<file path="src/rtl/iter_alu.sv">
// Registered execute-stage ALU: single-cycle arithmetic/logic ops plus iterative
// MUL (shift-add) and MOD (restoring division remainder), each taking N cycles.
module iter_alu #(
    parameter int unsigned N = 8
) (
    input  logic         clk_i,
    input  logic         rst_i,
    input  logic         start_i,
    input  logic [3:0]   opcode_i,
    input  logic [N-1:0] a_i,
    input  logic [N-1:0] b_i,
    output logic         ready_o,
    output logic         valid_o,
    output logic [N-1:0] result_o,
    output logic [3:0]   ALUFlags,
    output logic         div_zero_o
);

    localparam int unsigned CW = $clog2(N + 1);
    localparam int unsigned SW = $clog2(N);

    localparam logic [3:0] OpAdd = 4'b0000;
    localparam logic [3:0] OpSub = 4'b0001;
    localparam logic [3:0] OpAnd = 4'b0010;
    localparam logic [3:0] OpOr  = 4'b0011;
    localparam logic [3:0] OpXor = 4'b0100;
    localparam logic [3:0] OpShl = 4'b0101;
    localparam logic [3:0] OpShr = 4'b0110;
    localparam logic [3:0] OpMul = 4'b0111;
    localparam logic [3:0] OpMod = 4'b1000;

    typedef enum logic [1:0] {StIdle, StMulRun, StModRun} state_e;

    state_e         state_q, state_d;
    logic [CW-1:0]  cnt_q, cnt_d;
    // MUL: multiplier shifting right; MOD: dividend shifting left.
    logic [N-1:0]   opa_q, opa_d;
    logic [N-1:0]   opb_q, opb_d;
    logic [2*N-1:0] mcand_q, mcand_d;
    // MUL: partial product; MOD: remainder in the low N bits.
    logic [2*N-1:0] acc_q, acc_d;
    logic [N-1:0]   result_q, result_d;
    logic [3:0]     flags_q, flags_d;
    logic           dz_q, dz_d;
    logic           valid_q, valid_d;

    function automatic logic [3:0] pack_flags(input logic [N-1:0] r, input logic c,
                                              input logic v);
        return {v, c, r[N-1], (r == '0)};
    endfunction

    // Single-cycle datapath
    logic [N:0]    add_w, sub_w;
    logic [SW-1:0] sh_amt;
    logic [N-1:0]  alu_res;
    logic          alu_c, alu_v;

    always_comb begin
        add_w   = {1'b0, a_i} + {1'b0, b_i};
        sub_w   = {1'b0, a_i} - {1'b0, b_i};
        sh_amt  = b_i[SW-1:0];
        alu_res = '0;
        alu_c   = 1'b0;
        alu_v   = 1'b0;
        case (opcode_i)
            OpAdd: begin
                alu_res = add_w[N-1:0];
                alu_c   = add_w[N];
                alu_v   = (a_i[N-1] == b_i[N-1]) && (add_w[N-1] != a_i[N-1]);
            end
            OpSub: begin
                alu_res = sub_w[N-1:0];
                alu_c   = ~sub_w[N];
                alu_v   = (a_i[N-1] != b_i[N-1]) && (sub_w[N-1] != a_i[N-1]);
            end
            OpAnd:   alu_res = a_i & b_i;
            OpOr:    alu_res = a_i | b_i;
            OpXor:   alu_res = a_i ^ b_i;
            OpShl:   alu_res = a_i << sh_amt;
            OpShr:   alu_res = a_i >> sh_amt;
            default: alu_res = '0;
        endcase
    end

    // Iterative datapath
    logic [2*N-1:0] mul_acc_next;
    logic [N:0]     rem_shift, rem_sub;
    logic [N-1:0]   rem_next;
    logic           last_iter;

    always_comb begin
        mul_acc_next = acc_q + (opa_q[0] ? mcand_q : '0);
        rem_shift    = {acc_q[N-1:0], opa_q[N-1]};
        rem_sub      = rem_shift - {1'b0, opb_q};
        // With b=0 both arms equal rem_shift[N-1:0], so the remainder ends up as a.
        rem_next     = rem_sub[N] ? rem_shift[N-1:0] : rem_sub[N-1:0];
        last_iter    = (cnt_q == CW'(N - 1));
    end

    always_comb begin
        state_d  = state_q;
        cnt_d    = cnt_q;
        opa_d    = opa_q;
        opb_d    = opb_q;
        mcand_d  = mcand_q;
        acc_d    = acc_q;
        result_d = result_q;
        flags_d  = flags_q;
        dz_d     = dz_q;
        valid_d  = 1'b0;

        case (state_q)
            StIdle: begin
                if (start_i) begin
                    if (opcode_i == OpMul || opcode_i == OpMod) begin
                        opb_d = b_i;
                        acc_d = '0;
                        cnt_d = '0;
                        if (opcode_i == OpMul) begin
                            opa_d   = b_i;
                            mcand_d = {{N{1'b0}}, a_i};
                            state_d = StMulRun;
                        end else begin
                            opa_d   = a_i;
                            state_d = StModRun;
                        end
                    end else begin
                        result_d = alu_res;
                        flags_d  = pack_flags(alu_res, alu_c, alu_v);
                        dz_d     = 1'b0;
                        valid_d  = 1'b1;
                    end
                end
            end
            StMulRun: begin
                acc_d   = mul_acc_next;
                mcand_d = mcand_q << 1;
                opa_d   = opa_q >> 1;
                cnt_d   = cnt_q + CW'(1);
                if (last_iter) begin
                    result_d = mul_acc_next[N-1:0];
                    flags_d  = pack_flags(mul_acc_next[N-1:0], |mul_acc_next[2*N-1:N], 1'b0);
                    dz_d     = 1'b0;
                    valid_d  = 1'b1;
                    cnt_d    = '0;
                    state_d  = StIdle;
                end
            end
            StModRun: begin
                acc_d = {{N{1'b0}}, rem_next};
                opa_d = opa_q << 1;
                cnt_d = cnt_q + CW'(1);
                if (last_iter) begin
                    result_d = rem_next;
                    flags_d  = pack_flags(rem_next, 1'b0, 1'b0);
                    dz_d     = (opb_q == '0);
                    valid_d  = 1'b1;
                    cnt_d    = '0;
                    state_d  = StIdle;
                end
            end
            default: state_d = StIdle;
        endcase
    end

    always_ff @(posedge clk_i or posedge rst_i) begin
        if (rst_i) begin
            state_q  <= StIdle;
            cnt_q    <= '0;
            opa_q    <= '0;
            opb_q    <= '0;
            mcand_q  <= '0;
            acc_q    <= '0;
            result_q <= '0;
            flags_q  <= '0;
            dz_q     <= 1'b0;
            valid_q  <= 1'b0;
        end else begin
            state_q  <= state_d;
            cnt_q    <= cnt_d;
            opa_q    <= opa_d;
            opb_q    <= opb_d;
            mcand_q  <= mcand_d;
            acc_q    <= acc_d;
            result_q <= result_d;
            flags_q  <= flags_d;
            dz_q     <= dz_d;
            valid_q  <= valid_d;
        end
    end

    assign ready_o    = (state_q == StIdle);
    assign valid_o    = valid_q;
    assign result_o   = result_q;
    assign ALUFlags   = flags_q;
    assign div_zero_o = dz_q;

endmodule
</file>
<file path="config.mk">
export PLATFORM = sky130hd
export DESIGN_NAME = iter_alu
export DESIGN_NICKNAME = d
export VERILOG_FILES = /design/src/rtl/iter_alu.sv
export SDC_FILE = /design/constraint.sdc
export NUM_CORES = 1
export LEC_CHECK = 0
export BUFFER_PORTS_ARGS = -buffer_cell sky130_fd_sc_hd__clkbuf_2
export CAP_MARGIN = 20
export CORE_MARGIN = 2
export CORE_UTILIZATION = 40
export DETAILED_ROUTE_END_ITERATION = 10
export PLACE_DENSITY = 0.66
export SLEW_MARGIN = 40
export SYNTH_ARGS = -nofsm -noshare
export SYNTH_HDL_FRONTEND = slang
export SYNTH_SLANG_ARGS = --single-unit
export TNS_END_PERCENT = 1
</file>
<file path="constraint.sdc">
create_clock -name clk_i -period 6.6 [get_ports clk_i]
set_input_delay 1.32 -clock clk_i [delete_from_list [all_inputs] [get_ports clk_i]]
set_output_delay 1.32 -clock clk_i [all_outputs]
set_load 0.005 [all_outputs]
</file>
### Word level (Yosys, flattened, before mapping)

Cells that the tools add are included.

* input bits: 23
* memories kept: 0
* bits in latches: 0
* logic and storage cells: 107
* memory bits (writable): 0
* ROM bits: 0
* register bits: 68
* output and inout bits: 15

* shift-type cells: 2
* div/mod/pow operators: 0
* equal/unequal tests: 22
* bitwise logic cells: 4
* magnitude comparators: 0
* muxes and demuxes: 44
* reductions and logical operators: 20
* $mul: 0
* add/sub/neg operators: 5

Operators with widths (number)
* 16-bit 2-to-1 mux: 6
* 8-bit 2-to-1 mux: 8
* 8-bit one-hot mux with 7 select lines: 1
* 16-bit one-hot mux with 3 select lines: 1
* 8-bit one-hot mux with 3 select lines: 2
* 8-bit zero test: 4
* 16-bit one-hot mux with 2 select lines: 1
* 4-bit 2-to-1 mux: 7
* 4-bit by 3-bit == test with 1-bit output, second input constant: 5
* 16-bit adder: 1
* 4-bit one-hot mux with 3 select lines: 1
* 3-bit AND reduction: 4
* 8-bit by 8-bit adder with 9-bit output: 1
* 8-bit by 8-bit subtractor with 9-bit output: 1
* 9-bit by 8-bit subtractor with 9-bit output: 1
* 8-bit bitwise AND: 1
* 4-bit by 2-bit == test with 1-bit output, second input constant: 2
* 2-bit 2-to-1 mux: 4
* 2-bit inequality test, second input constant: 4
* 8-bit bitwise OR: 1
* 4-bit one-hot mux with 2 select lines: 1
* 8-bit OR reduction: 1
* 8-bit by 3-bit << shifter with 8-bit output: 1
* 8-bit by 3-bit right shift with 8-bit output: 1
* other kinds (23): 37

### Logic depth before layout (Yosys ltp)

* word-level depth: 7
* depth in mapped cells: 13

### Worst setup path before layout

No wires, ideal clock.

* kind: input to register
* from: input port a_i[4]
* to: register flags_q[0] (netlist: ALUFlags[0])
* stages: 11
* buffers on the path: 2
* setup slack: 2.823 ns
* arrival: 3.667 ns
* required time: 6.490 ns
* cells stage by stage: clkbuf_1 inv_1 ha_1 clkbuf_1 or4_1 nand3_1 a21oi_1 or3_1 a31o_2 o31a_1 o41ai_1

* longest elaborated chain between the ends: 6
* elaborated cells between the ends (all ways): 12
* classes of those cells: add/sub (2); shift (2); mux (4); bitwise (3); reduce/logical (1)

Ends and longest elaborated chain
* from (decl): line 10 `input logic [N-1:0] a_i,`
* 8-bit by 8-bit subtractor with 9-bit output, or another cell as far along: line 60 `sub_w = {1'b0, a_i} - {1'b0, b_i};`
* 8-bit one-hot mux with 7 select lines *: line 65 `case (opcode_i)`
* 8-bit zero test *: line 49 `return {v, c, r[N-1], (r == '0)};`
* 4-bit 2-to-1 mux *: line 115 `if (opcode_i == OpMul || opcode_i == OpMod) begin`
* 4-bit 2-to-1 mux *: line 114 `if (start_i) begin`
* 4-bit one-hot mux with 3 select lines *: line 112 `case (state_q)`
* to (signal assigned): line 186 `flags_q <= flags_d;`
* to (decl): line 43 `logic [3:0] flags_q, flags_d;`

Mark *: on every way between the ends. The rest lies on a longest branch, timed or not. The select of a mux whose other input is x is not followed.
A chain may end at the register's enable or synchronous reset.

### Worst setup path in the final report

* from: input port b_i[1]
* to: register flags_q[2] (netlist: ALUFlags[2])

* longest elaborated chain between the ends: 6
* elaborated cells between the ends (all ways): 7
* classes of those cells: add/sub (2); mux (4); bitwise (1)

Ends and longest elaborated chain
* from (decl): line 11 `input logic [N-1:0] b_i,`
* 8-bit by 8-bit subtractor with 9-bit output: line 60
* 1-bit NOT: line 73 `alu_c = ~sub_w[N];`
* 1-bit one-hot mux with 2 select lines *: line 65
* 4-bit 2-to-1 mux *: line 115
* 4-bit 2-to-1 mux *: line 114
* 4-bit one-hot mux with 3 select lines *: line 112

Marked as above.

==> metrics.md <==
| Metric | Value |
|---|---|
| Ys Warns | `0` |
| Post-CTS setup buffers | `0` |
| CTS Hold Bufs | `0` |
| Root Driver | `clkbuf_16` |
| Routed vias/inst | `6.00` |
| Leak | `3.08 nW` |
| Max FO, Critical Path | `20` |
| H-tree Lvls | `3` |
| Setup crit end kind | `flop` |
| Final HPWL DP | `13400 µm` |
| Area of the mapped netlist | `6200 µm²` |
| Sequential-to-total area share from yosys stat | `0.270` |
| Post-synthesis register bit count | `67` |
| Slowest cell on crit path | `fa_1` |
| Critical Path, Cell by Cell | `clkbuf_2, inv_1, fa_1, nor2b_1, o21ai_0, nand3b_1, or3_1, a41oi_2, or4b_1, nor4_2, a31oi_1` |
| Most frequent cell after synthesis | `nand2_1` |
| Yosys cell types | `75` |
| Worst hold margin | `471 ps` |
| Setup violators final | `0` |
| CTS tree | `yes` |
| Max Fclk | `0.244 GHz` |
| WL/cell | `18.6 µm` |
| Number of flops mapped to enable cells by yosys | `0` |
| Main synth FF type | `dfrtp_1` |
| CP Data Required Time | `6820 ps` |
| Worst Max-Slew Pin Slew | `797 ps` |
| Crit path time final | `4100 ps` |
| GRT Residual Overflow | `0` |
| Global Route met3 Usage | `0.0387` |
| Share of post-route cells with drive strength above 1 | `0.111` |
| WL final | `17800 µm` |
| Routed Antenna Nets | `0` |
| Site Rows | `45` |
| Hold WC Path Type | `reg -> reg` |
| Area of the core | `15200 µm²` |
| Total clock sinks | `67` |
| Post-Layout Inst Area | `6810 µm²` |
| Clk_skew | `7.50 ps` |
| Vias in the first global route | `5299` |
| Area leader, netlist | `dfrtp_1` |
| Max Cap Viol | `0` |
| Initial Util | `0.408` |
| Hold Vio Cnt, Final | `0` |
| Met2 usage | `0.333` |
| Max-slew violations | `0` |
| Post_cts resized | `0` |
| First-pass GRT wire length | `28700 µm` |
| Ports | `38` |
| Ys async rst share | `1.00` |
| Final period util | `0.622` |
| Synth area leaders | `dfrtp_1 27%, ha_1 11%, nand2_1 5.6%, mux2i_1 4.5%, a21oi_1 4.1%` |
| Total Routing Usage GR | `0.222` |
| Commonest cells in the netlist | `93 x nand2_1, 67 x dfrtp_1, 56 x nor2_1` |
| Met1 Track Usage GR | `0.328` |
| CP peak stage delay | `510 ps` |
| Max-slew headroom | `0.463` |
| Antenna violations before repair | `0` |
| Pwr dens | `292 nW/µm²` |
| 1st-pass router iterations | `5` |
| Worst IR drop on VDD | `0.155 mV` |
| Synth Area per Inst | `8.21 µm²` |
| Number of port buffers | `37` |
| Pin count of the biggest net entering global routing | `68` |
| Deepest clock path buffer count | `2` |
| Mapped Cells | `755` |
| Die W | `129 µm` |
| Final TNS setup | `0 ps` |
| Syn nets | `836` |
| Placed Area | `6470 µm²` |
| Drc violations | `0` |
| Die Y | `129 µm` |
| Antenna diodes | `0` |
| Crit path buf inv count | `2` |
| Crit Path Category | `in -> reg` |
| Area share of the largest cell type after synthesis | `0.270` |
| R2R setup slack | `3170 ps` |
| Die area | `16500 µm²` |
| CP startpoint kind | `input pin` |
| GPL Wtd Cong | `0.968` |
| Clock transition at path regs | `60 ps` |
| RSZ-0062 raised after global routing | `no` |
| Outcome | `completed` |
| Fin nets | `845` |
| Arr. time, crit path | `4320 ps` |
| Num CTS Buffers | `9` |
| DR iter-0 viols | `713` |
| GRT busiest layer | `met2` |
| Top delay family on crit path | `simple AND/OR/NAND/NOR gates` |
| Worst-Skew Late Latency | `340 ps` |
| Vias | `5739` |
| Area growth from synthesis to layout | `9.72%` |
==> where the power goes <==
group,switching (mW),total [mW],internal [mW]
Sequential,0.103,0.635,0.532
Clock,0.184,0.525,0.341
Combinational,0.504,0.825,0.321
Total,0.792,1.98,1.19
==> routing by layer <==
metal | routed length [µm] | share of wire
met5 | 0 | 0
met4 | 305 | 0.017
met1 | 8560 | 0.48
met2 | 7800 | 0.44
met3 | 1130 | 0.063
==> kinds of logic after synthesis <==
kind of cell | after synthesis | synth area share
fa+ha+maj | 58 | 0.122
buf+inv | 93 | 0.0609
xor+xnor | 21 | 0.0297
flops | 67 | 0.270
mux | 38 | 0.0779
simple gates | 265 | 0.209
compound gates | 213 | 0.231
==> layout by cell type, fill, tap and decap left out, types with 4 or more instances in the layout <==
cell type  netlist  layout
nand3b_1         4       4
and3_1           6       6
a22oi_1         10      10
and2_1          16      16
dfrtp_1         67      67
o41ai_1          4       4
inv_1           49      48
fa_1             4       4
o21bai_1         5       5
o2111ai_1        4       4
or3_1            5       5
a221oi_1         9       9
o21ai_0         51      51
clkbuf_16        0       9
mux4_2           8       8
a22o_1           8       8
xnor2_1         17      17
a211oi_1         9       9
nor3_1          15      15
nand2_1         93      93
o21a_1           5       5
clkbuf_2         0      37
nor4_1           4       4
nor2_1          56      54
a21o_1           8       8
nand2b_1         4       4
nand3_1         25      25
o31ai_1          5       5
nor2b_1         12      12
ha_1            54      53
a21oi_1         51      50
mux2i_1         28      28
xor2_1           4       4
a31oi_1          9       9
a2111oi_0        4       4
==> sequential cells by signal, summed over array words and instances, names as in the netlist <==
register    flops
ALUFlags        4
div_zero_o      1
state_q         2
mcand_q        16
opb_q           8
valid_o         1
opa_q           8
result_o        7
cnt_q           4
acc_q          16
==> cell type report <==
| cell class | count | area (µm²) |
|---|---|---|
| well taps | 188 | 235 |
| clock inverters | 6 | 88.8 |
| repair buffers | 41 | 219 |
| inverters | 50 | 188 |
| fillers | 1489 | 8400 |
| clock buffers | 10 | 239 |
| multi-input cells | 595 | 4160 |
| flip-flops and latches | 67 | 1680 |
==> final timing paths <==
kind / startpoint / end / cells after the start
worst max-delay path: b_i[1] / ALUFlags[2] / 11
worst min-delay path: mcand_q[15] / mcand_q[15] / 2
worst max register to register: opa_q[0] / ALUFlags[2] / 12
worst min register to register: mcand_q[15] / mcand_q[15] / 2
max in group asynchronous: rst_i / acc_q[6] / 3
min in group asynchronous: rst_i / acc_q[14] / 3
==> through the flow <==
stage | instances | setup slack (ps) | total power, mW | util
2_1_floorplan | 755 | 2820 | 1.21 | -
3_3_place_gp | 941 | 2280 | 1.44 | 0.425
3_5_place_dp | 941 | 2150 | 1.45 | 0.426
4_1_cts | 957 | 2520 | 1.98 | 0.447
5_1_grt | 957 | 2310 | 2.13 | 0.448
6_report | 957 | 2500 | 1.98 | 0.448
==> worst min-delay path: cells and delay by family, from the launching register on <==
family,cells,cell delay (ps)
DFF,1,340
and+or+nand+nor,2,100
Power figures use the tool's default switching activity.
